[src/rtl/pic_pkg.sv]
// pic_pkg: picture ids, draw FSM encoding and screen defaults for the picture path
// Shared with the VGA adapter and the ROM wrapper; scan_t is one delay-pipeline entry.
package pic_pkg;
  localparam int SCREEN_W = 160;
  localparam int SCREEN_H = 120;
  localparam logic [1:0] PIC_OPENING = 2'd0;
  localparam logic [1:0] PIC_WIN = 2'd1;
  localparam logic [1:0] PIC_LOSE = 2'd2;
  localparam logic [1:0] ST_IDLE = 2'd0;
  localparam logic [1:0] ST_ISSUE = 2'd1;
  localparam logic [1:0] ST_DRAIN = 2'd2;
  localparam logic [1:0] ST_DONE = 2'd3;
  typedef struct packed {
    logic v;
    logic l;
    logic [7:0] x;
    logic [6:0] y;
  } scan_t;
  function automatic logic [1:0] pick(input logic [2:0] pend);
    return pend[2] ? PIC_LOSE : pend[1] ? PIC_WIN : PIC_OPENING;
  endfunction
endpackage

[src/rtl/pic_draw_ctrl_if.sv]
// pic_draw_ctrl_if: ROM read bus plus pixel stream between the picture sequencer and its peers
// master (sequencer): drives rom_sel, rom_addr, plot, x, y, colour; samples rom_data.
// slave (ROM mux / VGA side): the mirror image.
interface pic_draw_ctrl_if #(
  parameter int ADDR_W = 15,
  parameter int COLOUR_W = 3
) ();
  logic [1:0] rom_sel;
  logic [ADDR_W-1:0] rom_addr;
  logic [COLOUR_W-1:0] rom_data;
  logic plot;
  logic [7:0] x;
  logic [6:0] y;
  logic [COLOUR_W-1:0] colour;
  modport master(output rom_sel, rom_addr, plot, x, y, colour, input rom_data);
  modport slave(input rom_sel, rom_addr, plot, x, y, colour, output rom_data);
endinterface

[src/rtl/pic_scan_counter.sv]
// pic_scan_counter: raster scan counter producing a linear address and (sx, sy)
// Ports: clk, resetn (sync, active-low), clr (restart at 0), en (advance one pixel),
// addr (linear address), sx/sy (column/row), last (currently at final pixel).
// The address is kept as its own incrementer alongside sx/sy so no multiplier is needed;
// it saturates at the last pixel instead of wrapping.
module pic_scan_counter #(
  parameter int WIDTH = 160,
  parameter int HEIGHT = 120,
  parameter int ADDR_W = 15
) (
  input  logic              clk,
  input  logic              resetn,
  input  logic              clr,
  input  logic              en,
  output logic [ADDR_W-1:0] addr,
  output logic [7:0]        sx,
  output logic [6:0]        sy,
  output logic              last
);
  logic [ADDR_W-1:0] addr_d, addr_q;
  logic [7:0] sx_d, sx_q;
  logic [6:0] sy_d, sy_q;
  logic eol, step;
  always_comb begin
    eol = sx_q == 8'(WIDTH - 1);
    last = eol && sy_q == 7'(HEIGHT - 1);
    step = en && !last;
    addr_d = clr ? '0 : step ? addr_q + ADDR_W'(1) : addr_q;
    sx_d = clr ? '0 : step ? (eol ? 8'd0 : sx_q + 8'd1) : sx_q;
    sy_d = clr ? '0 : (step && eol) ? sy_q + 7'd1 : sy_q;
  end
  always_ff @(posedge clk)
    if (!resetn) begin
      addr_q <= '0;
      sx_q <= '0;
      sy_q <= '0;
    end else begin
      addr_q <= addr_d;
      sx_q <= sx_d;
      sy_q <= sy_d;
    end
  assign addr = addr_q;
  assign sx = sx_q;
  assign sy = sy_q;
endmodule

[src/rtl/pic_draw_ctrl.sv]
// pic_draw_ctrl: arbitrates picture draw requests and streams the chosen ROM to the VGA adapter
// Ports: clk, resetn (sync, active-low), req_opening/req_win/req_lose (one-cycle requests),
// bus (master: rom_sel, rom_addr, rom_data, plot, x, y, colour), busy, done, active_pic.
// Requests are sticky until granted; LOSE beats WIN beats OPENING. Scan position rides a
// ROM_LAT-deep pipeline so it lines up with rom_data, then one output register stage.
module pic_draw_ctrl
  import pic_pkg::*;
#(
  parameter int WIDTH = SCREEN_W,
  parameter int HEIGHT = SCREEN_H,
  parameter int ADDR_W = 15,
  parameter int COLOUR_W = 3,
  parameter int ROM_LAT = 1
) (
  input  logic                   clk,
  input  logic                   resetn,
  input  logic                   req_opening,
  input  logic                   req_win,
  input  logic                   req_lose,
  pic_draw_ctrl_if.master        bus,
  output logic                   busy,
  output logic                   done,
  output logic [1:0]             active_pic
);
  logic [1:0] state_d, state_q, pic_d, pic_q;
  logic [2:0] pend_d, pend_q;
  logic grant, issue, scan_last;
  logic [ADDR_W-1:0] addr;
  logic [7:0] sx;
  logic [6:0] sy;
  scan_t pipe_d [ROM_LAT];
  scan_t pipe_q [ROM_LAT];
  scan_t tail;
  logic plot_d, plot_q, last_d, last_q;
  logic [7:0] x_d, x_q;
  logic [6:0] y_d, y_q;
  logic [COLOUR_W-1:0] colour_d, colour_q;
  pic_scan_counter #(.WIDTH(WIDTH), .HEIGHT(HEIGHT), .ADDR_W(ADDR_W)) u_scan (
    .clk(clk),
    .resetn(resetn),
    .clr(grant),
    .en(issue),
    .addr(addr),
    .sx(sx),
    .sy(sy),
    .last(scan_last)
  );
  always_comb begin
    issue = state_q == ST_ISSUE;
    grant = state_q == ST_IDLE && |pend_q;
    pic_d = grant ? pick(pend_q) : pic_q;
    // A request landing on its own grant edge re-sets the bit, so it is drawn again later
    pend_d = (pend_q & ~(grant ? 3'b001 << pic_d : 3'b000)) | {req_lose, req_win, req_opening};
    // DRAIN ends once the final pixel is on the outputs, tracked by the pipelined last flag
    state_d = state_q == ST_IDLE ? (grant ? ST_ISSUE : ST_IDLE)
            : state_q == ST_ISSUE ? (scan_last ? ST_DRAIN : ST_ISSUE)
            : state_q == ST_DRAIN ? (last_q ? ST_DONE : ST_DRAIN) : ST_IDLE;
    pipe_d = pipe_q;
    pipe_d[0] = '{v: issue, l: issue && scan_last, x: sx, y: sy};
    for (int k = 1; k < ROM_LAT; k++) pipe_d[k] = pipe_q[k-1];
    tail = pipe_q[ROM_LAT-1];
    plot_d = tail.v;
    last_d = tail.v && tail.l;
    x_d = tail.v ? tail.x : x_q;
    y_d = tail.v ? tail.y : y_q;
    colour_d = tail.v ? bus.rom_data : colour_q;
  end
  always_ff @(posedge clk)
    if (!resetn) begin
      state_q <= ST_IDLE;
      pic_q <= '0;
      pend_q <= '0;
      for (int k = 0; k < ROM_LAT; k++) pipe_q[k] <= '0;
      plot_q <= 1'b0;
      last_q <= 1'b0;
      x_q <= '0;
      y_q <= '0;
      colour_q <= '0;
    end else begin
      state_q <= state_d;
      pic_q <= pic_d;
      pend_q <= pend_d;
      pipe_q <= pipe_d;
      plot_q <= plot_d;
      last_q <= last_d;
      x_q <= x_d;
      y_q <= y_d;
      colour_q <= colour_d;
    end
  assign bus.rom_sel = pic_q;
  assign bus.rom_addr = addr;
  assign bus.plot = plot_q;
  assign bus.x = x_q;
  assign bus.y = y_q;
  assign bus.colour = colour_q;
  assign active_pic = pic_q;
  assign busy = state_q == ST_ISSUE || state_q == ST_DRAIN;
  assign done = state_q == ST_DONE;
endmodule

[src/flat_wrapper.sv]
// flat-port wrapper written by rule: the top's interface ports become plain ports
module pic_draw_ctrl_flat import pic_pkg::*;
#(
  parameter int WIDTH = SCREEN_W,
  parameter int HEIGHT = SCREEN_H,
  parameter int ADDR_W = 15,
  parameter int COLOUR_W = 3,
  parameter int ROM_LAT = 1
)
  (clk, resetn, req_opening, req_win, req_lose, busy, done, active_pic, bus_rom_sel, bus_rom_addr, bus_plot, bus_x, bus_y, bus_colour, bus_rom_data);
  pic_draw_ctrl_if #(.ADDR_W(ADDR_W), .COLOUR_W(COLOUR_W)) bus_i ();
  input  logic clk;
  input  logic resetn;
  input  logic req_opening;
  input  logic req_win;
  input  logic req_lose;
  output logic busy;
  output logic done;
  output logic [1:0] active_pic;
  output wire logic [$bits(bus_i.rom_sel)-1:0] bus_rom_sel;
  output wire logic [$bits(bus_i.rom_addr)-1:0] bus_rom_addr;
  output wire logic [$bits(bus_i.plot)-1:0] bus_plot;
  output wire logic [$bits(bus_i.x)-1:0] bus_x;
  output wire logic [$bits(bus_i.y)-1:0] bus_y;
  output wire logic [$bits(bus_i.colour)-1:0] bus_colour;
  input wire logic [$bits(bus_i.rom_data)-1:0] bus_rom_data;
  assign bus_rom_sel = bus_i.rom_sel;
  assign bus_rom_addr = bus_i.rom_addr;
  assign bus_plot = bus_i.plot;
  assign bus_x = bus_i.x;
  assign bus_y = bus_i.y;
  assign bus_colour = bus_i.colour;
  assign bus_i.rom_data = bus_rom_data;
  pic_draw_ctrl #(.WIDTH(WIDTH), .HEIGHT(HEIGHT), .ADDR_W(ADDR_W), .COLOUR_W(COLOUR_W), .ROM_LAT(ROM_LAT)) u_core (.clk(clk), .resetn(resetn), .req_opening(req_opening), .req_win(req_win), .req_lose(req_lose), .bus(bus_i), .busy(busy), .done(done), .active_pic(active_pic));
endmodule
[config.mk]
export PLATFORM = sky130hd
export DESIGN_NAME = pic_draw_ctrl_flat
export DESIGN_NICKNAME = d
export VERILOG_FILES = /design/src/rtl/pic_pkg.sv /design/src/rtl/pic_draw_ctrl_if.sv /design/src/rtl/pic_scan_counter.sv /design/src/rtl/pic_draw_ctrl.sv /design/src/flat_wrapper.sv
export SDC_FILE = /design/constraint.sdc
export NUM_CORES = 1
export LEC_CHECK = 0
export BUFFER_PORTS_ARGS = -buffer_cell sky130_fd_sc_hd__buf_2
export CORE_ASPECT_RATIO = 1.25
export CORE_MARGIN = 5
export CORE_UTILIZATION = 50
export CTS_BUF_LIST = sky130_fd_sc_hd__clkbuf_4 sky130_fd_sc_hd__clkbuf_8
export DETAILED_ROUTE_END_ITERATION = 6
export GPL_ROUTABILITY_DRIVEN = 1
export GPL_TIMING_DRIVEN = 0
export PLACE_DENSITY = 0.73
export SKIP_CTS_REPAIR_TIMING = 1
export SLEW_MARGIN = 40
export SYNTH_ARGS = -nofsm -noshare
export SYNTH_HDL_FRONTEND = slang
export SYNTH_SLANG_ARGS = --single-unit
export TNS_END_PERCENT = 20
[constraint.sdc]
create_clock -name clk -period 2 [get_ports clk]
set_input_delay 0.4 -clock clk [delete_from_list [all_inputs] [get_ports clk]]
set_output_delay 0.4 -clock clk [all_outputs]
set_load 0.005 [all_outputs]
==> metrics.md <==
| Metric | Value |
|---|---|
| Status | complete, no violations |
| Setup TNS | 0 ns |
| Yosys reg bits | 74 |
| Row cnt | 31 |
| Routed Antenna Nets | 0 |
| Dpl cells | 429 |
| Setup CP Type | flop to flop |
| Met2 GRT Util | just over 30% |
| H-tree lvl count | 3 |
| Seq/Total Area, Yosys | 49.6% |
| Clock sink total | 74 |
| Internal Power | ~2.2 mW |
| Drc violations | 0 |
| Maximum VDD drop | approximately 0.51 mV |
| CP max FO | 10 |
| Synth top area share | between 40% and 50% |
| WL final | between 6000 and 7000 um |
| Synth area leader | dfxtp_1 |
| Later-pin clock latency in the skew report | around 0.35 ns |
| Cell Pwr Density | between 700 and 800 nW/um^2 |
| Vias/cell | 5.60 |
| Met3 Usage GRT | approximately 5.6% |
| Util after Layout | about 63% |
| First-pass detailed-route iteration total | 4 |
| Core ar. | approximately 5800 sq um |
| Ant diodes | 0 |
| Psw | roughly 0.74 mW |
| Die X-Extent | 79.1 um |
| CP Launch Type | flop |
| Fin cells | 449 |
| Combinational share of power | under 10% |
| Fin crit period | 1.94 ns |
| # nets final | approximately 390 |
| Bufs on Longest Clock Path | 2 |
| Syn_nets | 331 |
| Die area | 7630 sq um |
| Finish-stage setup viols | 0 |
| Final period util | between 90 and 100% |
| Worst rel slew slack | about half |
| CP endpoint kind | flop |
| GR met1 Demand/Resource | 21.2% |
| Number of global-route vias before repair | 2445 |
| Final hold vios | 0 |
| Mapped cell area | between 2000 and 3000 sq um |
| CTS Root Cell | clkbuf_8 |
| Async SR Flop Fraction | 0% |
| WP data required | 2.28 ns |
| Largest net degree at the start of global routing | 15 |
| Critical Path AT | ~2.2 ns |
| Area Overhead vs Synth | 22.1% |
| Starting Density | 51.4% |
| Max Freq | approximately 510 MHz |
| First-pass GRT wire length | 10900 um |
| Number of top-level pins | 48 |
| Final Cell Area | 3650 sq um |
| Avg WL per Cell | 14.4 um |
| Initial antenna violation count | 0 |
| Syn Inst Count | about 320 |
| Post-synth EDFFs | 0 |
| CTS tree | done |
| Die height | 96.4 um |
| Clock power frac | roughly two fifths |
| HP Class | input pin to flop |
| Ys flop type | dfxtp_1 |
| Post-placement cell area | between 3000 and 4000 sq um |
| GR peak layer | met2 |
| Grt ovf | 0 |
| DR iter-0 viols | between 100 and 150 |
| Synthesis Warnings | 0 |
| Max-cap violation count | 0 |
| Clock Pin Slew Worst Setup and Hold Paths | roughly 0.08 ns |
| Port bufs | between 40 and 50 |
| Num CTS Buffers | 9 |
| Worst hold slack | between 0.2 and 0.3 ns |
| Tightest Pin Transition | between 0.7 and 0.8 ns |
| Final HPWL DP | between 4000 and 5000 um |
| Routability cong. | between 0.7 and 0.8 |
| Area contributors post-synth | dfxtp_1 (50%), mux2i_1 (6.7%), a21oi_1 (4.7%) |
| Total number of vias | roughly 2500 |
| P_leak | around 1.4 nW |
| Layout Skew | about 0.011 ns |
| Fill count | 502 |
| Syn avg cell area | around 9.5 sq um |
| Sequential group share of total power | between 50% and 60% |
| Sw frac | ~26% |
| Yosys cell types | 39 |
| Final Max Slew Viols | 0 |
| Share of cells above drive strength 1 | about a quarter |
| GRT Total Usage | around 18% |
registers in the layout (all words and copies together), names as in the netlist:
register / cells
u_core.pipe_q: 16
u_core.u_scan.addr: 15
u_core.bus.x: 8
u_core.u_scan.sx: 8
u_core.bus.y: 7
u_core.u_scan.sy: 7
u_core.bus.colour: 3
u_core.pend_q: 3
u_core.active_pic: 2
u_core.state_q: 2
u_core.bus.plot: 1
u_core.last_q: 1
u_core.plot_d: 1
Yosys cell counts (3+ instances only):
master    instances
and2_1           17
or4_1            13
ha_1              7
nand4_1           8
o21ai_1           4
nand2_1           7
nand3_1          10
dfxtp_1          74
a21oi_1          28
inv_1            11
or3_1             8
nor2_1           31
mux2i_1          20
and3_1            4
nand2b_1          3
nor3_1            4
clkbuf_1         13
buf_6             3
o31ai_1          13
o21ai_0          11
layout make-up:
cell class / instances / area [sq um] / area share [%]
Buffer: 20 / 120 / 3.29
Clock buffer: 9 / 124 / 3.40
Clock inverter: 7 / 77.6 / 2.13
Inverter: 11 / 41.3 / 1.13
Multi-Input combinational cell: 210 / 1440 / 39.5
Sequential cell: 74 / 1490 / 40.9
Tap cell: 66 / 82.6 / 2.26
Timing Repair Buffer: 52 / 270 / 7.41
per-stage QoR:
step                worst slack (ns)  total power, mW
floorplan                     0.0465             1.70
CTS                           -0.243             2.94
finish                        0.0554             2.92
detailed placement            -0.234             1.78
global placement              -0.175             1.77
global route                -0.00901             3.05
critical path, stage by stage, from the launching register on:
cell	delay [ns]
dfxtp_4	0.37
ha_4	0.16
and4_4	0.22
and4bb_2	0.25
buf_6	0.13
buf_8	0.13
or4_1	0.46
a21oi_1	0.14
metal layers:
layer,vias to the layer above,routed length (um),share of wire (%)
met5,-,0,0
met4,0,114,1.8
met3,12,338,5.2
met2,61,3220,50
met1,1183,2770,43
li1,1257,-,-
power by group through the flow:
stage / Sequential (mW) / Combinational (mW) / Clock [mW]
detailed placement: 1.55 / 0.224 / 0
CTS: 1.52 / 0.225 / 1.19
floorplan: 1.55 / 0.152 / 0
global route: 1.52 / 0.260 / 1.27
global placement: 1.55 / 0.219 / 0
finish: 1.52 / 0.229 / 1.17
placed cells by master (no fill, tap or decap), types with 2 or more instances in the layout:
cell type | Yosys | routed
o31ai_1 | 13 | 7
or4_1 | 13 | 12
nand2b_1 | 3 | 3
dfxtp_2 | 0 | 2
buf_6 | 3 | 2
nand3b_1 | 2 | 2
o21ai_1 | 4 | 4
buf_2 | 2 | 48
clkinv_4 | 0 | 3
o21a_1 | 2 | 2
nand2_1 | 7 | 7
clkbuf_8 | 0 | 9
nor3_1 | 4 | 4
nor2_1 | 31 | 31
o31ai_2 | 0 | 5
or3_1 | 8 | 8
o21ai_0 | 11 | 11
and4_1 | 2 | 2
and2_1 | 17 | 17
dfxtp_1 | 74 | 70
and3_1 | 4 | 4
a21oi_1 | 28 | 27
a22oi_1 | 2 | 2
nand3_1 | 10 | 10
ha_4 | 0 | 2
a31oi_1 | 2 | 2
clkbuf_2 | 0 | 3
xor2_1 | 2 | 2
nand4_1 | 8 | 8
mux2i_1 | 20 | 20
buf_4 | 2 | 7
inv_1 | 11 | 11
clkbuf_1 | 13 | 9
dfxtp_4 | 0 | 2
ha_1 | 7 | 4
final timing paths:
| check | slack, ns | startpoint | cells past startpoint | endpoint |
|---|---|---|---|---|
| max | 0.06 | u_core.u_scan.sx[0] | 7 | u_core.u_scan.addr[4] |
| min | 0.25 | req_lose | 3 | u_core.pend_q[2] |
| max reg2reg | 0.06 | u_core.u_scan.sx[0] | 7 | u_core.u_scan.addr[4] |
| min reg2reg | 0.47 | u_core.pipe_q[12] | 2 | u_core.bus.x[5] |
cells by family after synthesis:
family	share of synthesized area, %
XOR/XNOR	0.586
AND/OR/NAND/NOR	21.7
AO/OA/AOI/OAI	13.4
adder cells (fa/ha/maj)	2.93
buffers and inverters	5.11
flip-flops	49.6
multiplexers	6.70
No activity file was read; power rests on OpenSTA's default activity.
